==> src/rtl/stopwatch_bcd_counter.sv <==
// MM:SS stopwatch core: button edge detect, IDLE/RUN/HOLD run control,
// one-second prescaler and a four-digit BCD chain with registered outputs.
module stopwatch_bcd_counter #(
  parameter int TICK_DIV = 1
) (
  input  logic       clk,
  input  logic       rst,
  input  logic       start_stop,
  input  logic       clear,
  output logic [3:0] sec_ones,
  output logic [3:0] sec_tens,
  output logic [3:0] min_ones,
  output logic [3:0] min_tens,
  output logic       running,
  output logic       tick,
  output logic       wrap
);

  localparam int PW = (TICK_DIV > 1) ? $clog2(TICK_DIV) : 1;
  localparam logic [PW-1:0] PRE_MAX = PW'(TICK_DIV - 1);

  typedef enum logic [1:0] {IDLE = 2'd0, RUN = 2'd1, HOLD = 2'd2} state_e;

  state_e          state_q, state_d;
  logic            ss_prev_q;
  logic [PW-1:0]   pre_q, pre_d;
  logic [3:0]      s1_q, s1_d, s10_q, s10_d, m1_q, m1_d, m10_q, m10_d;
  logic            running_q, running_d;
  logic            tick_q, tick_d;
  logic            wrap_q, wrap_d;
  logic            rise, clr_act, adv, inc;

  // Run control: next state, clear action and prescaler/increment qualifiers.
  always_comb begin
    rise    = start_stop & ~ss_prev_q;
    state_d = state_q;
    clr_act = 1'b0;
    case (state_q)
      IDLE: if (rise) state_d = RUN;
      RUN: begin
        if (clear)     clr_act = 1'b1;   // stays RUN, rise ignored
        else if (rise) state_d = HOLD;
      end
      HOLD: begin
        if (clear) begin
          clr_act = 1'b1;
          state_d = IDLE;
        end else if (rise) begin
          state_d = RUN;
        end
      end
      default: state_d = IDLE;
    endcase
    adv       = (state_q == RUN) & ~rise & ~clear;
    inc       = adv & (pre_q == PRE_MAX);
    running_d = (state_d == RUN);
  end

  // Prescaler: counts while running undisturbed, holds in HOLD so a
  // partial second survives a pause.
  always_comb begin
    pre_d = pre_q;
    if (clr_act)  pre_d = '0;
    else if (inc) pre_d = '0;
    else if (adv) pre_d = pre_q + 1'b1;
  end

  // BCD ripple chain, one step per increment; wrap flags the full rollover.
  always_comb begin
    s1_d   = s1_q;
    s10_d  = s10_q;
    m1_d   = m1_q;
    m10_d  = m10_q;
    wrap_d = 1'b0;
    tick_d = inc;
    if (clr_act) begin
      s1_d  = '0;
      s10_d = '0;
      m1_d  = '0;
      m10_d = '0;
    end else if (inc) begin
      if (s1_q >= 4'd9) begin
        s1_d = '0;
        if (s10_q >= 4'd5) begin
          s10_d = '0;
          if (m1_q >= 4'd9) begin
            m1_d = '0;
            if (m10_q >= 4'd5) begin
              m10_d  = '0;
              wrap_d = 1'b1;
            end else begin
              m10_d = m10_q + 4'd1;
            end
          end else begin
            m1_d = m1_q + 4'd1;
          end
        end else begin
          s10_d = s10_q + 4'd1;
        end
      end else begin
        s1_d = s1_q + 4'd1;
      end
    end
  end

  // State and output registers; ss_prev resets high so a held button is inert.
  always_ff @(posedge clk) begin
    if (rst) begin
      state_q   <= IDLE;
      ss_prev_q <= 1'b1;
      pre_q     <= '0;
      s1_q      <= '0;
      s10_q     <= '0;
      m1_q      <= '0;
      m10_q     <= '0;
      running_q <= 1'b0;
      tick_q    <= 1'b0;
      wrap_q    <= 1'b0;
    end else begin
      state_q   <= state_d;
      ss_prev_q <= start_stop;
      pre_q     <= pre_d;
      s1_q      <= s1_d;
      s10_q     <= s10_d;
      m1_q      <= m1_d;
      m10_q     <= m10_d;
      running_q <= running_d;
      tick_q    <= tick_d;
      wrap_q    <= wrap_d;
    end
  end

  assign sec_ones = s1_q;
  assign sec_tens = s10_q;
  assign min_ones = m1_q;
  assign min_tens = m10_q;
  assign running  = running_q;
  assign tick     = tick_q;
  assign wrap     = wrap_q;

endmodule

==> config.mk <==
export PLATFORM = sky130hd
export DESIGN_NAME = stopwatch_bcd_counter
export DESIGN_NICKNAME = d
export VERILOG_FILES = /design/src/rtl/stopwatch_bcd_counter.sv
export SDC_FILE = /design/constraint.sdc
export NUM_CORES = 1
export LEC_CHECK = 0
export ABC_AREA = 1
export CAP_MARGIN = 0
export CORE_ASPECT_RATIO = 0.7
export CORE_MARGIN = 3
export CORE_UTILIZATION = 50
export DETAILED_ROUTE_END_ITERATION = 10
export PLACE_DENSITY = 0.74
export REMOVE_ABC_BUFFERS = 1
export SYNTH_ARGS = -nofsm -noshare
export SYNTH_HDL_FRONTEND = slang
export SYNTH_SLANG_ARGS = --single-unit
==> constraint.sdc <==
create_clock -name clk -period 2 [get_ports clk]
set_input_delay 0.3 -clock clk [delete_from_list [all_inputs] [get_ports clk]]
set_output_delay 0.3 -clock clk [all_outputs]
set_load 0.02 [all_outputs]
==> impl_table.tex <==
\begin{tabular}{lr}
\hline
Metric & Value \\
\hline
\multicolumn{2}{l}{\textbf{Run status}} \\
\quad Result of the run & complete, no violations \\
\multicolumn{2}{l}{\textbf{Worst hold path}} \\
\quad Hold Crit Class & reg2reg \\
\quad Min-Delay Startpoint & pre\_q\$\_SDFFE\_PP0N\_ \\
\multicolumn{2}{l}{\textbf{Critical path}} \\
\quad FF-to-FF End & sec\_tens[1]\$\_SDFFE\_PP0P\_ \\
\quad First element of the critical path & state\_q[1]\$\_SDFF\_PP0\_ \\
\quad Worst path depth & 9 \\
\quad CP Data Required Time & around 2.2 ns \\
\quad Top delay family on crit path & simple AND/OR/NAND/NOR gates \\
\quad List of cells traversed by the critical path & inv\_1, ha\_1, inv\_2, nor2\_4, nand3b\_4, nor2\_4, nand2\_1, nand2\_1, nor2\_1 \\
\quad Arrival time at the worst endpoint & 1.94 ns \\
\quad Worst setup EP type & flop \\
\quad Worst-case register-to-register setup slack & around 0.23 ns \\
\quad Kind of critical path & reg2reg \\
\quad Critical path peak fanout & 13 \\
\quad Slowest cell on the critical path & dfxtp\_1 \\
\quad Sort of element at the start of the critical path & flop \\
\quad Slowest stage delay, CP & about 0.36 ns \\
\quad Worst setup path endpoint & sec\_tens[1]\$\_SDFFE\_PP0P\_ \\
\quad CP bufs+invs & 2 \\
\quad Startpoint of the most critical register-to-register path & state\_q[1]\$\_SDFF\_PP0\_ \\
\quad Depth of the worst register-to-register path & 9 \\
\multicolumn{2}{l}{\textbf{Finish}} \\
\quad Final Non-Filler Cells & roughly 240 \\
\quad Synthesis-to-finish area growth & 23.4\% \\
\quad Final std cell area, no fill & approximately 0.0016 sq mm \\
\quad Layout cell share with drive strength beyond 1 & 0.0735 \\
\quad Post-layout nets & 225 \\
\quad Antenna cell count & 0 \\
\multicolumn{2}{l}{\textbf{Detailed routing}} \\
\quad Total length of routed wires & about 2900 um \\
\quad Vias per std cell & 4.93 \\
\quad Pre-antenna DRT Iters & 4 \\
\quad Wire length per cell & about 12 um \\
\quad Via count of the routed design & between 1k and 1.5k \\
\quad DRT iter0 DRCs & 25 \\
\quad Detailed-route DRC error count & 0 \\
\quad Number of routed nets with antenna violations & 0 \\
\multicolumn{2}{l}{\textbf{Global route}} \\
\quad Aggregate global routing overflow & 0 \\
\quad Global-route wire length before repair & 5040 um \\
\quad Number of antenna violations at the first check in global routing & 0 \\
\quad Tot GR Track Use & 0.196 \\
\quad Number of global-route vias before repair & 1151 \\
\quad Largest net degree at the start of global routing & 14 \\
\multicolumn{2}{l}{\textbf{CTS}} \\
\quad TritonCTS clock tree & built \\
\quad Cts-stage hold buffer count & 0 \\
\quad Clock transition at the registers of the reported paths & approximately 0.080 ns \\
\quad Clock sink total & 23 \\
\quad Cell at the root of the clock tree & clkbuf\_8 \\
\quad CTS buffer count & 3 \\
\quad Post\_cts resized & 0 \\
\quad Maximum clock path buffer count & 2 \\
\quad Clock H-tree levels & 1 \\
\quad Skew-Pair Late Insertion Delay & between 0.2 and 0.3 ns \\
\quad Post-CTS repair timing setup buffer count & 0 \\
\multicolumn{2}{l}{\textbf{Timing}} \\
\quad Final slew viol count & 0 \\
\quad Worst slew margin relative to its limit & 0.718 \\
\quad Shortest clock period the worst path allows after layout & 1.77 ns \\
\quad Post-route fraction of the period consumed by the critical path & 0.887 \\
\quad Hold Fails Final Rpt & 0 \\
\quad Unrepaired setup endpoints after global routing & no \\
\quad Max Clock Freq & between 0.5 and 0.6 GHz \\
\quad Setup-failing EPs final & 0 \\
\quad Pin slew with the least headroom to its limit & approximately 0.42 ns \\
\quad Post-route clock skew & between 0.0009 and 0.001 ns \\
\quad Post-route setup TNS & 0 ns \\
\multicolumn{2}{l}{\textbf{Place}} \\
\quad Final weighted congestion of routability-driven global placement & 0.816 \\
\quad Cell total after placement & around 230 \\
\quad Count of buffers from port buffering & 22 \\
\quad Placed wire-length estimate after detailed placement & $\sim$2300 um \\
\quad Post-DP Area & about 0.0016 sq mm \\
\multicolumn{2}{l}{\textbf{Logic synthesis}} \\
\quad Synthesized instance count & 178 \\
\quad Area share of the largest cell type after synthesis & 0.352 \\
\quad Most common cell in the netlist & nand2\_1 \\
\quad Synth area leaders & dfxtp\_1 (35\%), ha\_1 (15\%), nand2\_1 (11\%) \\
\quad Proportion of synthesized chip area in sequential cells & 0.352 \\
\quad Cell type contributing the most total cell area after synthesis & dfxtp\_1 \\
\quad Netlist area before placement & 0.00131 sq mm \\
\quad Library cells used by synthesis & 22 \\
\quad Most used flip-flop cell after synthesis & dfxtp\_1 \\
\quad Yosys warns & 0 \\
\quad EDFF count, synth & 0 \\
\quad Async S/R FF share, synth & 0 \\
\quad Post-Synthesis Mean Instance Area & around 7.3 sq um \\
\quad Count of state elements after synthesis & 23 \\
\quad Most common library cells after synthesis & nand2\_1 (40), inv\_1 (29), dfxtp\_1 (23) \\
\multicolumn{2}{l}{\textbf{Power}} \\
\quad Peak supply drop & between 0.3 and 0.4 mV \\
\quad Power per Cell Area & a little over 500 mW/mm\^{}2 \\
\quad Standby leakage power & between 0.7 and 0.8 nW \\
\multicolumn{2}{l}{\textbf{Die}} \\
\quad Core Box Area & roughly 0.0023 sq mm \\
\quad Die extent in x & $\sim$67 um \\
\quad Cell row count & 14 \\
\quad Number of placed I/O pins & 23 \\
\quad Starting density of the core & 0.565 \\
\quad Overall die height & between 40 and 50 um \\
\quad Die area & 0.00327 sq mm \\
\multicolumn{2}{l}{\textbf{Flow run}} \\
\quad Number of max-cap violations & 0 \\
\hline
\end{tabular}
## where the power goes
part | internal (mW) | switching, mW | leakage [nW]
Clock | 0.139 | 0.150 | 0.0255
Sequential | 0.463 | 0.00384 | 0.186
Combinational | 0.0267 | 0.0398 | 0.538
Total | 0.629 | 0.194 | 0.750
## worst reg2reg max path: cells and delay by family, from the launching register on
kind / cells / cell delay, ns
and+or+nand+nor: 6 / 0.93
adders and majority gates: 1 / 0.22
buffers and inverters: 2 / 0.16
DFF: 1 / 0.36
## metal layers
metal	vias up	track usage	part of all wire
li1	606	-	-
met1	524	0.264	0.50
met2	29	0.307	0.45
met3	4	0.0486	0.038
met4	0	0.0572	0.011
met5	-	0	0
## cells in the final DEF, fill, tap and decap left out
| cell | n |
|---|---|
| inv_2 | 1 |
| o21ai_0 | 4 |
| nor2_1 | 17 |
| ha_1 | 16 |
| or2_2 | 1 |
| nand4_1 | 1 |
| nor3_1 | 3 |
| xnor2_1 | 1 |
| nor2_4 | 2 |
| nor2_2 | 1 |
| xor2_1 | 2 |
| buf_4 | 2 |
| clkdlybuf4s50_1 | 22 |
| nand2_1 | 40 |
| a21oi_1 | 12 |
| clkinv_2 | 1 |
| dfxtp_1 | 23 |
| a21o_1 | 1 |
| nor3_2 | 1 |
| nand3_1 | 18 |
| nand2_2 | 2 |
| nand3b_4 | 1 |
| inv_1 | 29 |
| clkbuf_8 | 3 |
## registers in the layout, indices dropped and copies added (netlist names)
name,flops
wrap,1
sec_tens,4
state_q,2
sec_ones,4
min_ones,4
running,1
ss_prev_q,1
pre_q,1
tick,1
min_tens,4
## area by class of cell
type / instances / area (sq um)
multi-input combinational: 123 / 717
inverter: 30 / 113
fill: 199 / 701
tap: 32 / 40.0
timing repair buffer: 24 / 235
clock inverter: 1 / 5.00
clock buffer: 3 / 41.3
sequential: 23 / 460
## per-stage QoR
stage / setup slack (ns) / utilization / total power [mW] / hold WS (ns)
after floorplan: 0.334 / - / 0.515 / 0.372
after global placement: 0.197 / 0.677 / 0.541 / 0.432
after detailed placement: 0.107 / 0.677 / 0.544 / 0.449
after CTS: 0.249 / 0.697 / 0.832 / 0.464
after global routing: 0.0661 / 0.697 / 0.860 / 0.481
final: 0.226 / 0.697 / 0.823 / 0.459
## how the worst min path moves through the flow
| stage | end | slack (ns) | cells after the start |
|---|---|---|---|
| 5_1_grt | pre_q$_SDFFE_PP0N_ | 0.48 | 2 |
| 3_3_place_gp | pre_q$_SDFFE_PP0N_ | 0.43 | 2 |
| 2_1_floorplan | state_q[1]$_SDFF_PP0_ | 0.37 | 1 |
| 4_1_cts | pre_q$_SDFFE_PP0N_ | 0.46 | 2 |
| 6_report | pre_q$_SDFFE_PP0N_ | 0.46 | 2 |
| 3_5_place_dp | pre_q$_SDFFE_PP0N_ | 0.45 | 2 |
## logic make-up after synthesis
group,Yosys count,share of synthesized area
AO/OA/AOI/OAI,17,0.0671
AND/OR/NAND/NOR,87,0.308
adder cells (fa/ha/maj),16,0.153
XOR/XNOR,3,0.0201
buffers and inverters,32,0.0986
flip-flops,23,0.352
Power figures use the tool's default switching activity.
